File: src/rtl/chess_display_pkg.sv
// Shared constants for the chess display: screen geometry, region numbering,
// redraw scheduler state encoding and the square-offset lookup.
package chess_display_pkg;

   localparam int LCD_WIDTH     = 240;
   localparam int LCD_HEIGHT    = 320;
   localparam int BANNER_HEIGHT = 40;
   localparam int SQUARE_SIZE   = 30;

   localparam int REGION_TOP    = 0;
   localparam int REGION_SQ0    = 1;
   localparam int REGION_BOTTOM = 65;
   localparam int NUM_REGIONS   = 66;

   typedef enum logic [1:0] {
      ST_IDLE = 2'd0,
      ST_LOAD = 2'd1,
      ST_DRAW = 2'd2
   } state_t;

   // Pixel offset of board column/row idx; a table keeps multipliers out of the datapath.
   function automatic logic [7:0] square_offset(input logic [2:0] idx);
      logic [7:0] off;
      case (idx)
         3'd0:    off = 8'd0;
         3'd1:    off = 8'd30;
         3'd2:    off = 8'd60;
         3'd3:    off = 8'd90;
         3'd4:    off = 8'd120;
         3'd5:    off = 8'd150;
         3'd6:    off = 8'd180;
         default: off = 8'd210;
      endcase
      return off;
   endfunction

endpackage

File: src/rtl/region_origin_lut.sv
// Combinational map from region index to its origin and size on the LT24 screen.
module region_origin_lut
   import chess_display_pkg::*;
(
   input  logic [6:0] region_id_i,
   output logic [7:0] x0_o,
   output logic [8:0] y0_o,
   output logic [7:0] w_o,
   output logic [8:0] h_o
);

   logic [5:0] sq;

   always_comb begin
      sq   = 6'(region_id_i - 7'(REGION_SQ0));
      x0_o = '0;
      y0_o = '0;
      w_o  = 8'(LCD_WIDTH);
      h_o  = 9'(BANNER_HEIGHT);
      if (region_id_i == 7'(REGION_BOTTOM)) begin
         y0_o = 9'(LCD_HEIGHT - BANNER_HEIGHT);
      end else if (region_id_i != 7'(REGION_TOP)) begin
         // sq[2:0] is the board column, sq[5:3] the board row.
         x0_o = square_offset(sq[2:0]);
         y0_o = 9'(BANNER_HEIGHT) + {1'b0, square_offset(sq[5:3])};
         w_o  = 8'(SQUARE_SIZE);
         h_o  = 9'(SQUARE_SIZE);
      end
   end

endmodule

File: src/rtl/board_redraw_scheduler.sv
// Redraws only dirty screen regions, streaming their pixel addresses to the LT24
// interface with a pixelWrite/pixelReady handshake.
module board_redraw_scheduler
   import chess_display_pkg::*;
(
   input  logic        clock,
   input  logic        reset_n,
   input  logic        fullRedraw,
   input  logic [63:0] squareDirty,
   input  logic [1:0]  bannerDirty,
   input  logic        pixelReady,
   output logic [7:0]  xAddr,
   output logic [8:0]  yAddr,
   output logic        pixelWrite,
   output logic        busy,
   output logic        regionDone,
   output logic [6:0]  regionId
);

   // Handshake: a pixel is transferred on every rising clock edge where
   // pixelWrite and pixelReady are both high; while pixelReady is low the
   // address and pixelWrite are held stable.

   state_t      state_q, state_d;
   logic [65:0] dirty_q, dirty_d;
   logic [6:0]  region_q, region_d;
   logic [7:0]  x_q, x_d;
   logic [8:0]  y_q, y_d;
   logic        wr_q, wr_d;
   logic        done_q, done_d;
   logic [7:0]  x0_q, x0_d;
   logic [7:0]  xl_q, xl_d;
   logic [8:0]  yl_q, yl_d;

   logic [65:0] set_vec;
   logic [65:0] clr_vec;
   logic [6:0]  sel_idx;
   logic [7:0]  lut_x0;
   logic [8:0]  lut_y0;
   logic [7:0]  lut_w;
   logic [8:0]  lut_h;

   region_origin_lut u_lut (
      .region_id_i (region_q),
      .x0_o        (lut_x0),
      .y0_o        (lut_y0),
      .w_o         (lut_w),
      .h_o         (lut_h)
   );

   assign set_vec = {bannerDirty[1], squareDirty, bannerDirty[0]} | {66{fullRedraw}};

   // Lowest dirty index wins.
   always_comb begin
      sel_idx = '0;
      for (int i = NUM_REGIONS - 1; i >= 0; i--) begin
         if (dirty_q[i]) sel_idx = 7'(i);
      end
   end

   always_comb begin
      state_d  = state_q;
      region_d = region_q;
      x_d      = x_q;
      y_d      = y_q;
      wr_d     = wr_q;
      done_d   = 1'b0;
      x0_d     = x0_q;
      xl_d     = xl_q;
      yl_d     = yl_q;
      clr_vec  = '0;
      case (state_q)
         ST_IDLE: begin
            if (|dirty_q) begin
               region_d         = sel_idx;
               clr_vec[sel_idx] = 1'b1;
               state_d          = ST_LOAD;
            end
         end
         ST_LOAD: begin
            x0_d    = lut_x0;
            xl_d    = lut_x0 + lut_w - 8'd1;
            yl_d    = lut_y0 + lut_h - 9'd1;
            x_d     = lut_x0;
            y_d     = lut_y0;
            wr_d    = 1'b1;
            state_d = ST_DRAW;
         end
         ST_DRAW: begin
            if (wr_q && pixelReady) begin
               if (x_q == xl_q) begin
                  if (y_q == yl_q) begin
                     wr_d    = 1'b0;
                     done_d  = 1'b1;
                     state_d = ST_IDLE;
                  end else begin
                     x_d = x0_q;
                     y_d = y_q + 9'd1;
                  end
               end else begin
                  x_d = x_q + 8'd1;
               end
            end
         end
         default: state_d = ST_IDLE;
      endcase
      // A set arriving on the selection edge keeps the bit, so the region is redrawn again.
      dirty_d = (dirty_q & ~clr_vec) | set_vec;
   end

   always_ff @(posedge clock) begin
      if (!reset_n) begin
         state_q  <= ST_IDLE;
         dirty_q  <= '1;
         region_q <= '0;
         x_q      <= '0;
         y_q      <= '0;
         wr_q     <= 1'b0;
         done_q   <= 1'b0;
         x0_q     <= '0;
         xl_q     <= '0;
         yl_q     <= '0;
      end else begin
         state_q  <= state_d;
         dirty_q  <= dirty_d;
         region_q <= region_d;
         x_q      <= x_d;
         y_q      <= y_d;
         wr_q     <= wr_d;
         done_q   <= done_d;
         x0_q     <= x0_d;
         xl_q     <= xl_d;
         yl_q     <= yl_d;
      end
   end

   assign xAddr      = x_q;
   assign yAddr      = y_q;
   assign pixelWrite = wr_q;
   assign busy       = (state_q != ST_IDLE);
   assign regionDone = done_q;
   assign regionId   = region_q;

endmodule

File: config.mk
export PLATFORM = sky130hd
export DESIGN_NAME = board_redraw_scheduler
export DESIGN_NICKNAME = d
export VERILOG_FILES = /design/src/rtl/chess_display_pkg.sv /design/src/rtl/region_origin_lut.sv /design/src/rtl/board_redraw_scheduler.sv
export SDC_FILE = /design/constraint.sdc
export NUM_CORES = 1
export LEC_CHECK = 0
export ABC_CLOCK_PERIOD_IN_PS = 4030
export CAP_MARGIN = 15
export CORE_MARGIN = 5
export CORE_UTILIZATION = 40
export DETAILED_ROUTE_END_ITERATION = 6
export SLEW_MARGIN = 25
export SYNTH_ARGS = -nofsm -noshare
export SYNTH_HDL_FRONTEND = slang
export SYNTH_SLANG_ARGS = --single-unit
File: constraint.sdc
create_clock -name clock -period 4.03 [get_ports clock]
set_input_delay 0.403 -clock clock [delete_from_list [all_inputs] [get_ports clock]]
set_output_delay 0.403 -clock clock [all_outputs]
set_load 0.02 [all_outputs]
==> run_results.csv, run 1 <==
group,metric,value,unit
layout,finish.instance_area,8960,µm²
yosys,synth_nets,1002,
grt,first_global_vias,6573,
layout,final_nets,1092,
run_status,outcome,"finished clean",
floorplanning,die_area,20500,µm²
clock_tree,cts_max_level,4,
timing,layout_min_cycle_time,3.77,ns
yosys,postSynth.asyncResetShare,0,%
power_and_ir_drop,p_leak,3.21,nW
yosys,synth_area_leaders,"dfxtp_1 33%, nor2_1 6.3%, nor3_1 6.1%",
power_and_ir_drop,power.share.switching,35.4,%
route,detail_route.wl_per_cell,17.6,µm
floorplanning,die_width,143,µm
worst_setup_path,worst-endpoint-arrival,4.06,ns
clock_tree,number_of_buffers_on_the_longest_clock_path,2,
clock_tree,cts_tree,"yes",
worst_setup_path,cp_slowest_stage_delay,0.42,ns
placed_design,place.detailed.instances,1205,
placed_design,gp_congestion,0.844,
timing,finalHoldViolations,0,
timing,report.final.slew_viol_count,0,
yosys,synth_edf_count,0,
route,remaining_drc_errors,0,
clock_tree,clkSinkCount,117,
timing,fin_skew,0.00688,ns
layout,commonest_non_fill_non_tap_cell_in_the_layout,"nor2_1",
timing,final_min_period_over_clock_period,93.5,%
route,detailedRoute.firstPassIterationCount,5,
yosys,ys.warnings.count,0,
placed_design,placedInstanceArea,8300,µm²
run,cap_violations,0,
power_and_ir_drop,internal-power,3.07,mW
yosys,synthesis.instances,909,
worst_setup_path,slowest_stage,"or3_4",
route,detail_route.vias_per_cell,5.79,
power_and_ir_drop,power_per_cell_area,530,nW/µm²
route,drt.antenna.violating_nets,0,
grt,global_route.overflow_total,0,
layout,instances_no_fill,1236,
clock_tree,postCtsHoldBufs,0,
floorplanning,floorplan.io_pins,97,
placed_design,preCtsSetupSlack,0.110,ns
power_and_ir_drop,power.share.clock,34.0,%
floorplanning,fp.coreArea,17400,µm²
timing,max_clock_freq,266,MHz
yosys,postSynthRegisterBits,117,
timing,worst_pin_slew,0.909,ns
clock_tree,tritoncts.num_buffers,17,
route,detail_route.iter0.violations,712,
power_and_ir_drop,pwr-share-comb,36.0,%
yosys,average_instance_area_after_synthesis,7.82,µm²
power_and_ir_drop,seqPwrFrac,30.0,%
clock_tree,clk_root_buffer_cell,"clkbuf_16",
yosys,synth-main-ff-cell,"dfxtp_1",
yosys,synth_top_cell_area_share,33.0,%
timing,final_critical_path_setup_slack,0.264,ns
worst_setup_path,crit_path_end_kind,"flop",
grt,wire_length_of_the_first_global_routing_pass,35000,µm
timing,relSlewSlack,37.8,%
grt,grt_antenna_before_repair,0,
yosys,netlist_area,7110,µm²
worst_setup_path,critical_path_required_time,4.33,ns
min_path,hold-path-cell-count,2,
worst_setup_path,worstSetupPathType,"flop to flop",
worst_setup_path,startpoint_type,"flop",
worst_setup_path,critical_path.max_fanout,4,
yosys,yosysTopAreaCell,"dfxtp_1",
layout,final_cell_mix,"119 x nor2_1, 117 x dfxtp_1, 96 x clkdlybuf4s50_1, 86 x nor3_1, 70 x a21oi_1",
clock_tree,cts.reportedPaths.clkPinSlew,0.05,ns
timing,final.hold.worst_slack,0.454,ns
route,dr_total_vias,7153,
worst_setup_path,critical_path.cell_chain,"or3_4 > nor2_1 > xor2_1 > inv_1 > ha_1 > nor3_2 > a21oi_1 > ha_2 > or3_1 > a21oi_1 > ha_1 > ha_4 > a21o_1 > a21oi_1 > xnor2_1 > o21ai_0",
min_path,worst_hold_path_type,"flop to flop",
grt,grt_start_max_net_pins,62,
yosys,synth.distinct_cells,77,
grt,grt_usage,21.4,%
yosys,synth_sequential_area_ratio,33.0,%
placed_design,place.detailed.hpwl,15800,µm
floorplanning,initial_utilization,41.0,%
timing,setup_viols_final,0,
layout,area.growth.synth_to_final,26.1,%
layout,final_layout_size_suffix_gt1_share,8.41,%
clock_tree,cts_setup_buffers,0,
worst_setup_path,worstRegToRegCells,16,
power_and_ir_drop,worst_ir_drop_vdd,425,µV
layout,antennaDiodeCount,0,
floorplanning,die_h,143,µm
clock_tree,clock_insertion_delay_worst_skew,0.41,ns
power_and_ir_drop,net-switching-power,1.68,mW
route,finalWirelength,21700,µm
worst_setup_path,critical-path-top-cell-by-count,"a21oi_1",
floorplanning,floorplan.rows,48,
placed_design,port_buffer_cells,96,
clock_tree,post_cts_resize_count,0,
==> power by group through the flow <==
stage	logic (mW)	registers (mW)	clock network, mW
floorplan	1.09	1.47	0
global placement	1.65	1.44	0
detailed placement	1.66	1.45	0
CTS	1.66	1.42	1.63
global route	1.91	1.44	1.69
finish	1.71	1.42	1.61
==> critical path: cells and delay by family (launching register included) <==
family                   cells  cell delay (ns)
AO/OA/AOI/OAI                5             0.73
flip-flops                   1             0.34
adder cells (fa/ha/maj)      4             1.01
AND/OR/NAND/NOR              4             1.09
buffers and inverters        1             0.10
XOR/XNOR                     2             0.37
==> registers in the layout (all words and copies together) (netlist names) <==
signal,cells
xl_q,8
yAddr,9
regionId,7
yl_q,8
xAddr,8
state_q,2
regionDone,1
x0_q,7
pixelWrite,1
dirty_q,66
==> per-stage QoR <==
step / power [mW] / TNS [ns] / utilization (%)
after detailed placement: 3.10 / 0 / 47.8
after CTS: 4.72 / 0 / 51.4
after global placement: 3.09 / 0 / 47.8
final: 4.75 / 0 / 51.7
after global routing: 5.04 / -0.0143 / 51.7
after floorplan: 2.57 / 0 / -
==> area by class of cell <==
| class | count | area (µm²) |
|---|---|---|
| Clock buffer | 22 | 474 |
| Clock inverter | 9 | 150 |
| Fill cell | 1708 | 8390 |
| Inverter | 32 | 120 |
| Multi-Input combinational cell | 719 | 4520 |
| Sequential cell | 117 | 2340 |
| Tap cell | 225 | 282 |
| Timing Repair Buffer | 112 | 1080 |
==> final timing paths <==
kind / from / to / slack, ns
min reg2reg: x0_q[5] / x0_q[5] / 0.45
min: x0_q[5] / x0_q[5] / 0.45
max reg2reg: regionId[0] / yl_q[7] / 0.26
max: regionId[0] / yl_q[7] / 0.26
==> synthesized netlist by cell type (9+ instances only) <==
| cell type | instances |
|---|---|
| nand2b_1 | 11 |
| nor2b_1 | 16 |
| xnor2_1 | 13 |
| nand2_1 | 58 |
| a31oi_1 | 54 |
| clkbuf_1 | 33 |
| dfxtp_1 | 117 |
| nor4_1 | 21 |
| nand4_1 | 11 |
| nand3_1 | 10 |
| ha_1 | 21 |
| a211oi_1 | 18 |
| and3_1 | 14 |
| a21oi_1 | 70 |
| xor2_1 | 19 |
| nor3_1 | 87 |
| or4_1 | 13 |
| inv_1 | 29 |
| or3_1 | 9 |
| o21ai_0 | 38 |
| nor2_1 | 119 |
==> per-layer routing <==
metal / part of all wire, % / vias up / wire length (µm) / track usage, %
met5: 0 / - / 0 / 0
met4: 1.2 / 0 / 263 / 4.96
met3: 6.3 / 22 / 1370 / 4.29
met2: 43 / 227 / 9250 / 32.0
met1: 50 / 3345 / 10800 / 31.7
li1: - / 3559 / - / -
==> kinds of logic (layout without fill, tap and decap cells) <==
kind of cell	count (synthesis)	after routing	synth area share, %
buffers and inverters	73	175	4.22
flip-flops	117	117	33.0
adder cells (fa/ha/maj)	23	23	4.26
XOR/XNOR	32	32	3.94
AND/OR/NAND/NOR	412	412	31.2
AO/OA/AOI/OAI	244	244	22.2
multiplexers	8	8	1.14
No activity file was read; power rests on OpenSTA's default activity.
==> run 2, diff against run 1 <==
CORE_UTILIZATION = 35   (was 40)
==> run 2 against run 1 <==
Register-to-register slack worse by 0.03 ns. Maximum frequency fell by 0.90%. First-iteration DRC count decreased by 29%. Clock-buffer cell count down 3. Highest routed layer unchanged.
==> run_results.csv, run 2 (synthesis results as in run 1) <==
group,metric,value,unit
route,finalWirelength,21500,µm
layout,commonest_non_fill_non_tap_cell_in_the_layout,"nor2_1",
power_and_ir_drop,worst_ir_drop_vdd,295,µV
worst_setup_path,reg_to_reg_startpoint,"regionId[0]",
floorplanning,die_area,23300,µm²
floorplanning,die_h,153,µm
worst_setup_path,crit_path_start,"regionId[0]",
timing,report.final.slew_viol_count,0,
route,detailedRoute.firstPassIterationCount,4,
grt,wire_length_of_the_first_global_routing_pass,34700,µm
route,remaining_drc_errors,0,
timing,relSlewSlack,40.2,%
timing,finalHoldViolations,0,
layout,finish.instance_area,8990,µm²
layout,final_layout_size_suffix_gt1_share,8.51,%
route,dr_total_vias,7067,
clock_tree,cts_tree,"yes",
clock_tree,clkSinkCount,117,
grt,grt_start_max_net_pins,64,
clock_tree,tritoncts.num_buffers,17,
route,drt.antenna.violating_nets,0,
worst_setup_path,worst-endpoint-arrival,4.10,ns
power_and_ir_drop,power_per_cell_area,518,nW/µm²
placed_design,placedInstanceArea,8360,µm²
layout,instances_no_fill,1281,
layout,largest_register_ff_count,66,
power_and_ir_drop,pwr-share-comb,36.7,%
floorplanning,fp.coreArea,20100,µm²
route,detail_route.vias_per_cell,5.52,
placed_design,place.detailed.hpwl,16000,µm
timing,final_min_period_over_clock_period,94.3,%
power_and_ir_drop,seqPwrFrac,30.5,%
floorplanning,die_width,153,µm
clock_tree,cts_max_level,4,
power_and_ir_drop,net-switching-power,1.70,mW
grt,grt_antenna_before_repair,0,
power_and_ir_drop,power.share.clock,32.8,%
layout,final_cell_mix,"119 x nor2_1, 117 x dfxtp_1, 96 x clkdlybuf4s50_1, 85 x nor3_1, 69 x a21oi_1",
timing,layout_min_cycle_time,3.80,ns
worst_setup_path,critical_path_required_time,4.33,ns
worst_setup_path,startpoint_type,"flop",
worst_setup_path,worstRegToRegCells,16,
power_and_ir_drop,internal-power,2.96,mW
clock_tree,clk_root_buffer_cell,"clkbuf_16",
floorplanning,floorplan.io_pins,97,
route,detail_route.wl_per_cell,16.8,µm
clock_tree,post_cts_resize_count,0,
run_status,outcome,"finished clean",
worst_setup_path,crit_path_end_kind,"flop",
route,detail_route.iter0.violations,502,
placed_design,gp_congestion,0.858,
grt,first_global_vias,6431,
timing,max_clock_freq,263,MHz
layout,area.growth.synth_to_final,26.5,%
layout,antennaDiodeCount,0,
worst_setup_path,timing.rr.end,"yl_q[7]",
run,cap_violations,0,
worst_setup_path,worst-r2r-setup-slack,0.23,ns
clock_tree,cts.reportedPaths.clkPinSlew,0.06,ns
clock_tree,clock_insertion_delay_worst_skew,0.42,ns
power_and_ir_drop,power.share.switching,36.5,%
worst_setup_path,critical_path.max_fanout,4,
timing,setup_viols_final,0,
power_and_ir_drop,p_leak,3.19,nW
min_path,hold-path-cell-count,2,
placed_design,place.detailed.instances,1249,
clock_tree,cts_setup_buffers,0,
placed_design,port_buffer_cells,96,
grt,grt_usage,18.1,%
min_path,worst_hold_path_type,"flop to flop",
clock_tree,postCtsHoldBufs,0,
clock_tree,number_of_buffers_on_the_longest_clock_path,2,
worst_setup_path,worstSetupPathType,"flop to flop",
floorplanning,floorplan.rows,52,
timing,fin_skew,0.0106,ns
layout,final_nets,1091,
floorplanning,initial_utilization,35.4,%
worst_setup_path,worst_setup_endpoint,"yl_q[7]",
layout,registers.top_by_ff_count,"dirty_q",
timing,worst_pin_slew,0.874,ns
grt,global_route.overflow_total,0,
## run 2: worst max-delay path: stages (launching register included)
cell,delay (ns)
dfxtp_1,0.34
or3_4,0.41
nor2_1,0.12
xor2_1,0.25
inv_1,0.10
ha_1,0.24
nor3_2,0.20
a21oi_1,0.13
ha_1,0.24
or3_1,0.37
a21oi_1,0.17
ha_1,0.26
ha_2,0.32
a21o_1,0.18
a21oi_2,0.15
xnor2_1,0.13
o21ai_0,0.10
## run 2: power by group through the flow
stage	clock network, mW	logic [mW]	registers (mW)
final	1.53	1.71	1.42
after global routing	1.60	1.90	1.44
after CTS	1.56	1.68	1.42
after detailed placement	0	1.67	1.45
after global placement	0	1.66	1.45
after floorplan	0	1.09	1.47
## run 2: how the worst min path moves through the flow
| stage | slack (ns) | to | start |
|---|---|---|---|
| after floorplan | 0.44 | x0_q[5] | x0_q[5] |
| final | 0.45 | x0_q[6] | x0_q[6] |
| after detailed placement | 0.45 | x0_q[6] | x0_q[6] |
| after global routing | 0.48 | x0_q[5] | x0_q[5] |
| after global placement | 0.45 | x0_q[5] | x0_q[5] |
| after CTS | 0.46 | x0_q[6] | x0_q[6] |
## run 2: final cells by class
type / instances / area, µm²
fillers: 1994 / 11100
repair buffers: 111 / 1090
multi-input cells: 719 / 4510
well taps: 270 / 338
clock inverters: 13 / 158
flip-flops and latches: 117 / 2340
clock buffers: 19 / 433
inverters: 32 / 120
## run 2: routing by layer
| layer | routed length, µm | track usage, % |
|---|---|---|
| met5 | 0 | 0 |
| met1 | 10500 | 26.3 |
| met3 | 1210 | 3.66 |
| met4 | 350 | 5.22 |
| met2 | 9480 | 27.2 |
## run 2: per-stage QoR
| step | setup slack, ns | hold slack (ns) | setup TNS [ns] | util (%) | power, mW |
|---|---|---|---|---|---|
| 2_1_floorplan | 0.108 | 0.436 | 0 | - | 2.57 |
| 3_3_place_gp | 0.169 | 0.448 | 0 | 41.6 | 3.10 |
| 3_5_place_dp | 0.0815 | 0.449 | 0 | 41.6 | 3.11 |
| 4_1_cts | 0.0477 | 0.456 | 0 | 44.5 | 4.66 |
| 5_1_grt | -0.00233 | 0.479 | -0.00233 | 44.7 | 4.94 |
| 6_report | 0.230 | 0.451 | 0 | 44.7 | 4.66 |
==> run 3, diff against run 2 <==
CORE_UTILIZATION = 50   (was 35)
PLACE_DENSITY = 0.77   (was default)
==> run 3 against run 2 <==
Non-clock buffer count rose by 1. Register-to-register slack got worse by 0.03 ns. Final area fell by 1.3%. Worst setup slack got worse by 0.035 ns. Sequential power barely moved.
==> run_results.csv, run 3 (synthesis results as in run 1) <==
group,metric,value,unit
timing,fin_skew,0.00586,ns
clock_tree,cts.reportedPaths.clkPinSlew,0.05,ns
power_and_ir_drop,net-switching-power,1.68,mW
route,remaining_drc_errors,0,
route,detailedRoute.firstPassIterationCount,5,
grt,grt_start_max_net_pins,59,
worst_setup_path,critical_path.max_fanout,7,
route,detail_route.iter0.violations,730,
floorplanning,die_width,129,µm
worst_setup_path,timing.rr.end,"yl_q[7]",
grt,wire_length_of_the_first_global_routing_pass,33100,µm
timing,max_clock_freq,261,MHz
worst_setup_path,worst-r2r-setup-slack,0.19,ns
layout,final.fill_count,1199,
timing,setup_viols_final,0,
layout,area.growth.synth_to_final,24.9,%
clock_tree,clkSinkCount,117,
clock_tree,number_of_buffers_on_the_longest_clock_path,2,
power_and_ir_drop,power_per_cell_area,527,nW/µm²
power_and_ir_drop,seqPwrFrac,30.4,%
clock_tree,cts_tree,"yes",
timing,finalHoldViolations,0,
floorplanning,floorplan.io_pins,97,
grt,grt_antenna_before_repair,0,
timing,totalNegativeSetupSlack,0,ns
layout,finish.instance_area,8880,µm²
worst_setup_path,critical_path.cell_chain,"or3_1 > nor2_1 > xor2_1 > inv_1 > ha_1 > a21oi_1 > a21oi_2 > ha_2 > or3_1 > a21oi_1 > ha_1 > ha_1 > a21o_1 > a21oi_1 > xnor2_1 > o21ai_0",
worst_setup_path,worstSetupPathType,"flop to flop",
worst_setup_path,path_delay_family,"adder cells",
worst_setup_path,worst_setup_endpoint,"yl_q[7]",
worst_setup_path,slowest_stage,"or3_1",
layout,commonest_non_fill_non_tap_cell_in_the_layout,"nor2_1",
worst_setup_path,crit_cells,16,
grt,grt_usage,24.6,%
floorplanning,fp.coreArea,13900,µm²
clock_tree,cts_setup_buffers,0,
placed_design,gp_congestion,0.901,
grt,first_global_vias,6488,
route,detail_route.wl_per_cell,17.4,µm
power_and_ir_drop,pwr-share-comb,36.4,%
clock_tree,cts_max_level,4,
timing,worst_pin_slew,0.863,ns
worst_setup_path,startpoint_type,"flop",
route,dr_total_vias,7363,
power_and_ir_drop,power.share.clock,33.2,%
clock_tree,clk_root_buffer_cell,"clkbuf_16",
placed_design,placedInstanceArea,8240,µm²
placed_design,place.detailed.hpwl,14800,µm
worst_setup_path,crit_path_start,"regionId[1]",
power_and_ir_drop,internal-power,3.00,mW
clock_tree,clock_insertion_delay_worst_skew,0.43,ns
timing,rsz_0062_raised_after_global_routing,"false",
layout,antennaDiodeCount,0,
power_and_ir_drop,p_leak,3.21,nW
route,drt.antenna.violating_nets,0,
layout,registers.top_by_ff_count,"dirty_q",
worst_setup_path,worst-endpoint-arrival,4.14,ns
clock_tree,tritoncts.num_buffers,17,
floorplanning,die_area,16700,µm²
layout,largest_register_ff_count,66,
floorplanning,die_h,129,µm
placed_design,port_buffer_cells,96,
timing,layout_min_cycle_time,3.84,ns
route,finalWirelength,20700,µm
layout,final_nets,1092,
power_and_ir_drop,power.share.switching,35.9,%
worst_setup_path,cp_slowest_stage_delay,0.40,ns
run_status,outcome,"finished clean",
worst_setup_path,crit_path_end_kind,"flop",
power_and_ir_drop,total_power,4.68,mW
layout,final_cell_mix,"119 x nor2_1, 117 x dfxtp_1, 96 x clkdlybuf4s50_1, 85 x nor3_1, 69 x a21oi_1",
floorplanning,floorplan.rows,43,
timing,relSlewSlack,41.0,%
worst_setup_path,cp_num_buf_inv,1,
layout,final_layout_size_suffix_gt1_share,8.60,%
timing,final_min_period_over_clock_period,95.2,%
min_path,worst_hold_path_type,"flop to flop",
power_and_ir_drop,worst_ir_drop_vdd,285,µV
timing,report.final.slew_viol_count,0,
grt,global_route.overflow_total,0,
route,detail_route.vias_per_cell,6.18,
floorplanning,initial_utilization,51.0,%
worst_setup_path,reg_to_reg_startpoint,"regionId[1]",
run,cap_violations,0,
worst_setup_path,worstRegToRegCells,16,
worst_setup_path,critical_path_required_time,4.34,ns
==> run 3: changes by cell type in the layout (fill, tap and decap cells not counted), moves of 2 or more <==
| cell | previous run | this run |
|---|---|---|
| clkinvlp_4 | 4 | 1 |
| clkbuf_8 | 0 | 3 |
| buf_4 | 14 | 16 |
| clkinv_2 | 4 | 6 |
==> run 3: tightest hold or removal path: cells and delay by family (launching register included) <==
family	cells	cell delay, ns
flops	1	0.30
simple gates	1	0.05
compound gates	1	0.05
==> run 3: stage by stage <==
| step | cells | hold WS, ns | setup WS [ns] | util [%] |
|---|---|---|---|---|
| finish | 1192 | 0.456 | 0.195 | 63.7 |
| floorplan | 909 | 0.436 | 0.108 | - |
| global route | 1192 | 0.478 | 0.0146 | 63.7 |
| global placement | 1160 | 0.446 | 0.185 | 59.1 |
| detailed placement | 1160 | 0.448 | 0.0896 | 59.1 |
| CTS | 1192 | 0.455 | 0.0306 | 63.5 |
==> run 3: power by group through the flow <==
stage	Combinational, mW	Sequential [mW]	Clock [mW]
4_1_cts	1.67	1.42	1.56
5_1_grt	1.87	1.44	1.62
3_3_place_gp	1.62	1.44	0
6_report	1.71	1.42	1.55
3_5_place_dp	1.65	1.44	0
2_1_floorplan	1.09	1.47	0
==> run 3: metal layers <==
metal | up-vias | GRT usage, % | part of all wire, %
met5 | - | 0 | 0
met4 | 0 | 6.61 | 1.3
met3 | 35 | 5.61 | 7.7
met2 | 313 | 36.6 | 44
met1 | 3467 | 36.0 | 47
li1 | 3548 | - | -
==> run 3: repair_timing <==
item,CTS,global route
setup endpoints to repair,1,3
pin swaps,0,2
resized for setup,1,6
hold buffers,0,0
==> run 3: worst min path at each step <==
| stage | start | cells past startpoint | slack [ns] | endpoint |
|---|---|---|---|---|
| 2_1_floorplan | x0_q[5] | 2 | 0.44 | x0_q[5] |
| 3_3_place_gp | x0_q[6] | 2 | 0.45 | x0_q[6] |
| 3_5_place_dp | x0_q[2] | 2 | 0.45 | x0_q[2] |
| 4_1_cts | x0_q[2] | 2 | 0.45 | x0_q[2] |
| 5_1_grt | x0_q[2] | 2 | 0.48 | x0_q[2] |
| 6_report | x0_q[2] | 2 | 0.46 | x0_q[2] |
==> run 3: final cells by class <==
cell class / instances / area, µm² / area share (%)
tap: 180 / 225 / 2.54
inverter: 32 / 120 / 1.35
multi-input combinational: 719 / 4510 / 50.8
clock buffer: 22 / 474 / 5.34
sequential: 117 / 2340 / 26.4
clock inverter: 10 / 128 / 1.44
timing repair buffer: 112 / 1080 / 12.2
